### config.mk
export PLATFORM = sky130hd
export DESIGN_NAME = wm_phase_timer
export DESIGN_NICKNAME = d
export VERILOG_FILES = /design/src/rtl/wm_pkg.sv /design/src/rtl/wm_tick_prescaler.sv /design/src/rtl/wm_phase_timer.sv
export SDC_FILE = /design/constraint.sdc
export NUM_CORES = 1
export LEC_CHECK = 0
export CORE_MARGIN = 1
export CORE_UTILIZATION = 25
export DETAILED_ROUTE_END_ITERATION = 7
export PLACE_DENSITY = 0.55
export SYNTH_ARGS = -nofsm -noshare
export SYNTH_HDL_FRONTEND = slang
export SYNTH_SLANG_ARGS = --single-unit
export TNS_END_PERCENT = 100
### constraint.sdc
create_clock -name clk -period 3.9 [get_ports clk]
set_clock_uncertainty 0.2 [all_clocks]
set_input_delay 1.17 -clock clk [delete_from_list [all_inputs] [get_ports clk]]
set_output_delay 1.17 -clock clk [all_outputs]
set_load 0.01 [all_outputs]
### src/rtl/wm_pkg.sv
// Shared encodings and default durations for the washing-machine phase timer.
package wm_pkg;

    // Phase encoding, also presented on the phase output
    typedef enum logic [1:0] {
        PH_IDLE  = 2'd0,
        PH_WASH  = 2'd1,
        PH_RINSE = 2'd2,
        PH_SPIN  = 2'd3
    } phase_e;

    // Program selector encoding; duration multiplier is prog+1
    localparam logic [1:0] PROG_QUICK  = 2'd0;
    localparam logic [1:0] PROG_NORMAL = 2'd1;
    localparam logic [1:0] PROG_HEAVY  = 2'd2;
    localparam logic [1:0] PROG_EXTRA  = 2'd3;

    // Default timing (ticks for the quick program, clk cycles per tick)
    localparam int DEF_TICK_DIV   = 10;
    localparam int DEF_CNT_W      = 8;
    localparam int DEF_WASH_BASE  = 4;
    localparam int DEF_RINSE_BASE = 3;
    localparam int DEF_SPIN_BASE  = 2;

endpackage

### src/rtl/wm_tick_prescaler.sv
// Divides clk down to a one-cycle tick every TICK_DIV enabled cycles.
module wm_tick_prescaler #(
    parameter int TICK_DIV = 10
) (
    input  logic clk,
    input  logic reset_n,
    input  logic en,
    input  logic clr,
    output logic tick
);

    localparam int PW = (TICK_DIV > 1) ? $clog2(TICK_DIV) : 1;
    localparam logic [PW-1:0] LAST = PW'(TICK_DIV - 1);

    logic [PW-1:0] cnt_q, cnt_d;

    // Tick only fires on an enabled cycle, so a held count never ticks
    assign tick = en & (cnt_q == LAST);

    // Next count: clear on phase load, otherwise wrap 0..TICK_DIV-1 while enabled
    always_comb begin
        cnt_d = cnt_q;
        if (clr)
            cnt_d = '0;
        else if (en)
            cnt_d = (cnt_q == LAST) ? '0 : cnt_q + PW'(1);
    end

    // Count register
    always_ff @(posedge clk or negedge reset_n) begin
        if (!reset_n)
            cnt_q <= '0;
        else
            cnt_q <= cnt_d;
    end

endmodule

### src/rtl/wm_phase_timer.sv
// Phase timer: tracks wash/rinse/spin from FSM status and raises timeout /
// spin_timeout after a program-scaled number of prescaled ticks.
module wm_phase_timer
    import wm_pkg::*;
#(
    parameter int TICK_DIV   = DEF_TICK_DIV,
    parameter int CNT_W      = DEF_CNT_W,
    parameter int WASH_BASE  = DEF_WASH_BASE,
    parameter int RINSE_BASE = DEF_RINSE_BASE,
    parameter int SPIN_BASE  = DEF_SPIN_BASE
) (
    input  logic             clk,
    input  logic             reset_n,
    input  logic             start,
    input  logic [1:0]       prog_sel,
    input  logic             pause,
    input  logic             motor_on,
    input  logic             drain_on,
    input  logic             soapWash,
    input  logic             waterWash,
    input  logic             done,
    output logic             timeout,
    output logic             spin_timeout,
    output logic             busy,
    output logic [1:0]       phase,
    output logic [CNT_W-1:0] remaining
);

    // Load arithmetic is carried three bits wider than the counter so that
    // base*(prog+1) cannot wrap before saturation.
    localparam int LW = CNT_W + 3;
    localparam logic [LW-1:0] SAT = {3'b000, {CNT_W{1'b1}}};

    phase_e           state_q, state_d;
    logic [1:0]       prog_q, prog_d;
    logic [CNT_W-1:0] rem_q, rem_d;
    logic             timeout_q, timeout_d;
    logic             spin_q, spin_d;
    logic             busy_q, busy_d;

    logic             wash_c, rinse_c, spin_c;
    phase_e           cond_ph;
    logic [1:0]       prog_eff;
    logic [LW-1:0]    base, mult, prod;
    logic [CNT_W-1:0] load_val;
    logic             load_en;
    logic             tick;

    // Phase conditions are mutually exclusive by construction
    assign wash_c  = motor_on & soapWash;
    assign rinse_c = motor_on & waterWash & ~soapWash;
    assign spin_c  = motor_on & drain_on & ~soapWash & ~waterWash;

    // Prioritised phase request from the current FSM status
    always_comb begin
        cond_ph = PH_IDLE;
        if (wash_c)
            cond_ph = PH_WASH;
        else if (rinse_c)
            cond_ph = PH_RINSE;
        else if (spin_c)
            cond_ph = PH_SPIN;
    end

    // Load value: base*(prog+1), saturated to the counter range, never zero.
    // A start arriving on the load edge already selects the new program.
    always_comb begin
        prog_eff = start ? prog_sel : prog_q;
        case (cond_ph)
            PH_WASH:  base = LW'(WASH_BASE);
            PH_RINSE: base = LW'(RINSE_BASE);
            default:  base = LW'(SPIN_BASE);
        endcase
        mult = LW'(prog_eff) + LW'(1);
        prod = base * mult;
        if (prod > SAT)
            load_val = SAT[CNT_W-1:0];
        else if (prod == '0)
            load_val = CNT_W'(1);
        else
            load_val = prod[CNT_W-1:0];
    end

    // Next-state logic for phase tracking, countdown and expiry flags
    always_comb begin
        state_d   = state_q;
        prog_d    = prog_q;
        rem_d     = rem_q;
        timeout_d = timeout_q;
        spin_d    = spin_q;
        load_en   = 1'b0;

        if (state_q == PH_IDLE && start)
            prog_d = prog_sel;

        if (done) begin
            state_d   = PH_IDLE;
            rem_d     = '0;
            timeout_d = 1'b0;
            spin_d    = 1'b0;
        end else if (state_q == PH_IDLE) begin
            if (cond_ph != PH_IDLE) begin
                state_d   = cond_ph;
                rem_d     = load_val;
                timeout_d = 1'b0;
                spin_d    = 1'b0;
                load_en   = 1'b1;
            end
        end else if (cond_ph != state_q) begin
            // Phase left (expired or aborted): always pass through IDLE
            state_d   = PH_IDLE;
            rem_d     = '0;
            timeout_d = 1'b0;
            spin_d    = 1'b0;
        end else if (tick && rem_q != '0) begin
            rem_d = rem_q - CNT_W'(1);
            if (rem_q == CNT_W'(1)) begin
                if (state_q == PH_SPIN)
                    spin_d = 1'b1;
                else
                    timeout_d = 1'b1;
            end
        end

        busy_d = (state_d != PH_IDLE);
    end

    // Phase FSM with registered outputs; async reset drops timeouts at once
    always_ff @(posedge clk or negedge reset_n) begin
        if (!reset_n) begin
            state_q   <= PH_IDLE;
            prog_q    <= PROG_NORMAL;
            rem_q     <= '0;
            timeout_q <= 1'b0;
            spin_q    <= 1'b0;
            busy_q    <= 1'b0;
        end else begin
            state_q   <= state_d;
            prog_q    <= prog_d;
            rem_q     <= rem_d;
            timeout_q <= timeout_d;
            spin_q    <= spin_d;
            busy_q    <= busy_d;
        end
    end

    wm_tick_prescaler #(
        .TICK_DIV(TICK_DIV)
    ) u_prescaler (
        .clk    (clk),
        .reset_n(reset_n),
        .en     (~pause),
        .clr    (load_en),
        .tick   (tick)
    );

    assign timeout      = timeout_q;
    assign spin_timeout = spin_q;
    assign busy         = busy_q;
    assign phase        = state_q;
    assign remaining    = rem_q;

endmodule
==> summary.md <==
| Metric | Value |
|---|---|
| Vias per inst | 5.04 |
| Status | finished, final reports clean |
| WP data arrival | 3.72 ns |
| # port buffers | 23 |
| Synth Net Count | 181 |
| Largest net degree at the start of global routing | 20 |
| Final wirelength | 3370 um |
| DIE WIDTH | 78.2 um |
| CP required | 3.85 ns |
| DR pass1 iterations | 4 |
| RSZ-0062 raised after global routing | no |
| Ant. Diodes | 0 |
| # fillers | 581 |
| Register Area | 477 um^2 |
| Static leakage | 0.807 nW |
| Pins Over Slew Limit | 0 |
| Core area | 5540 um^2 |
| Yosys warnings | 0 |
| Layout Nets | 212 |
| Combinational share of power | 0.351 |
| Grt total ovfl | 0 |
| Part of the power in registers | 0.416 |
| Post-synthesis sequential area ratio | 0.329 |
| Skew-Pair Late Insertion Delay | 0.26 ns |
| Clock root cell | clkbuf_8 |
| Chip height | 78.2 um |
| Htree depth | 1 |
| Avg WL per Cell | 13.0 um |
| Tcrit/Tclk final | 0.965 |
| Count of different cell masters after synthesis | 49 |
| Worst Setup End Kind | flip-flop |
| Die area | 6110 um^2 |
| Boundary Pins | 24 |
| Worst-path fanout max | 3 |
| Syn avg cell area | 9.24 um^2 |
| Switching Fraction | 0.338 |
| Row count | 27 |
| First-pass GRT wire length | 5800 um |
| Initial antenna violation count | 0 |
| Post-DP Area | 1800 um^2 |
| Multi-input combinational cell area | 953 um^2 |
| Synth-to-Final Area Change | 30.6% |
| Max Freq | 0.266 GHz |
| Internal | 0.000404 W |
| Drt initial violations | 102 |
| Net Switching | 0.000206 W |
| Via Count | 1306 |
| GRT Overall Usage | 0.118 |
| Synth Instances | 157 |
| Yosys reg bits | 19 |
| Tmin final | 3.77 ns |
| Clock network fraction of total power | 0.233 |
| HPWL Detailed | 2540 um |
| Max Cap Viol | 0 |
| Hold Crit Class | flip-flop to flip-flop |
| Reg clk slew, reported paths | 0.08 ns |
| Mapped cell area | 1450 um^2 |
| Vias in the first global route | 1229 |
| Peak VDD IR | 0.187 mV |
| Pwr dens | 322 nW/um^2 |
| Routability congestion estimate | 0.816 |
| CP Class | primary input to flip-flop |
| CTS Buf Count | 3 |
| DRC | 0 |
| Crit start category | primary input |
| Final setup margin | 0.135 ns |
| CTS max path bufs | 2 |
| Share of layout cells above drive strength 1 | 0.193 |
| Pin slew with the least headroom to its limit | 0.932 ns |
| TritonCTS clock tree | done |
| Pre-CTS WS | -0.627 ns |
| Relative slew slack | 0.377 |
| Most frequent cells in the layout | dfrtp_1 (18), clkdlybuf4s50_1 (18), nor2_1 (14) |
| Fin area | 1890 um^2 |
| Fin. Hold Viols | 0 |
| DRT antenna net count | 0 |
| # setup viols final | 0 |
| Sink Count | 19 |
| Starting density of the core | 0.262 |
==> stage by stage <==
stage | std cells | power, W | hold slack, ns | utilization | TNS [ns]
2_1_floorplan | 157 | 0.000384 | 0.277 | - | 0
3_3_place_gp | 253 | 0.000456 | 0.296 | 0.325 | -1.78
3_5_place_dp | 253 | 0.000456 | 0.301 | 0.325 | -1.82
4_1_cts | 259 | 0.000607 | 0.324 | 0.336 | 0
5_1_grt | 259 | 0.000653 | 0.341 | 0.342 | 0
6_report | 259 | 0.000610 | 0.315 | 0.342 | 0
==> metal layers <==
metal / vias to the layer above / GRT usage / share of wire
met2: 24 / 0.187 / 0.46
met5: - / 0 / 0
li1: 641 / - / -
met4: 0 / 0.0167 / 0.0039
met1: 639 / 0.166 / 0.51
met3: 2 / 0.0256 / 0.025
==> sequential cells by signal, summed over array words and instances, names as in the netlist <==
name               cells
timeout                1
spin_timeout           1
prog_q                 2
busy                   1
u_prescaler.cnt_q      4
remaining              8
phase                  2
==> logic make-up after synthesis <==
logic type               share of synthesized area
AND/OR/NAND/NOR                              0.238
flip-flops                                   0.329
AO/OA/AOI/OAI                                0.188
buffers and inverters                       0.0492
multiplexers                                0.0311
XOR/XNOR                                    0.0423
adder cells (fa/ha/maj)                      0.123
==> power groups by stage <==
stage	combinational (W)	sequential (W)	clock [W]
after CTS	0.000204	0.000253	0.000150
after global placement	0.000199	0.000257	0
after detailed placement	0.000199	0.000257	0
after floorplan	0.000134	0.000250	0
final	0.000214	0.000254	0.000142
after global routing	0.000240	0.000258	0.000154
==> area by class of cell <==
class | instances | share of cell area
well taps | 72 | 0.0476
clock buffers | 3 | 0.0218
repair buffers | 32 | 0.157
multi-input cells | 124 | 0.503
inverters | 8 | 0.0159
clock inverters | 1 | 0.00264
flip-flops and latches | 19 | 0.252
==> worst max-delay path: stages <==
cell             delay, ns
clkdlybuf4s15_1       0.17
mux2_4                0.29
ha_4                  0.30
nand2_4               0.04
fa_1                  0.50
inv_1                 0.04
ha_2                  0.18
fa_2                  0.54
nor4_2                0.05
a2bb2oi_1             0.14
nor3_1                0.07
a211o_1               0.22
==> synthesized netlist by cell type, drive strengths merged <==
master   instances  area (um^2)
a211o            1         8.76
a21o             1         7.51
a21oi            5         25.0
a221oi           2         17.5
a22oi            4         35.0
a2bb2oi          1         8.76
a31oi            2         12.5
a41oi            1         8.76
and2             1         6.26
and2b            1         8.76
and3             4         27.5
and4bb           1         12.5
buf              5         37.5
clkbuf           1         3.75
dfrtp           18          450
dfstp            1         26.3
fa               2         40.0
ha              11          138
inv              8         30.0
mux2             4         45.0
nand2            9         33.8
nand3            6         30.0
nand4b           2         17.5
nand4bb          1         11.3
nor2            14         52.6
nor2b            2         12.5
nor3             9         45.0
nor3b            2         15.0
nor4             4         25.0
nor4bb           1         10.0
o211ai           4         30.0
o21a             2         22.5
o21ai            9         48.8
o22ai            1         6.26
o31a             2         17.5
o31ai            2         15.0
o41ai            1         8.76
or2              3         18.8
or3              1         11.3
or4              1         7.51
xnor2            3         26.3
xor2             4         35.0
==> worst paths after layout <==
path	startpoint	endpoint	slack, ns	cells past startpoint
worst min-delay path	timeout	timeout	0.32	2
worst min register to register	timeout	timeout	0.32	2
worst max register to register	prog_q[1]	remaining[0]	0.85	11
max in group asynchronous	reset_n	phase[0]	1.70	1
min in group asynchronous	reset_n	remaining[2]	1.22	1
worst max-delay path	prog_sel[0]	remaining[0]	0.13	12
==> timing repair <==
| item | in CTS | in global routing |
|---|---|---|
| resized for setup | 8 | 9 |
| hold buffers | 0 | 0 |
| setup endpoints to repair | 4 | 2 |
| pin swaps | 7 | 7 |
| buffers inserted | 2 | 0 |
No activity file was read; power rests on OpenSTA's default activity.
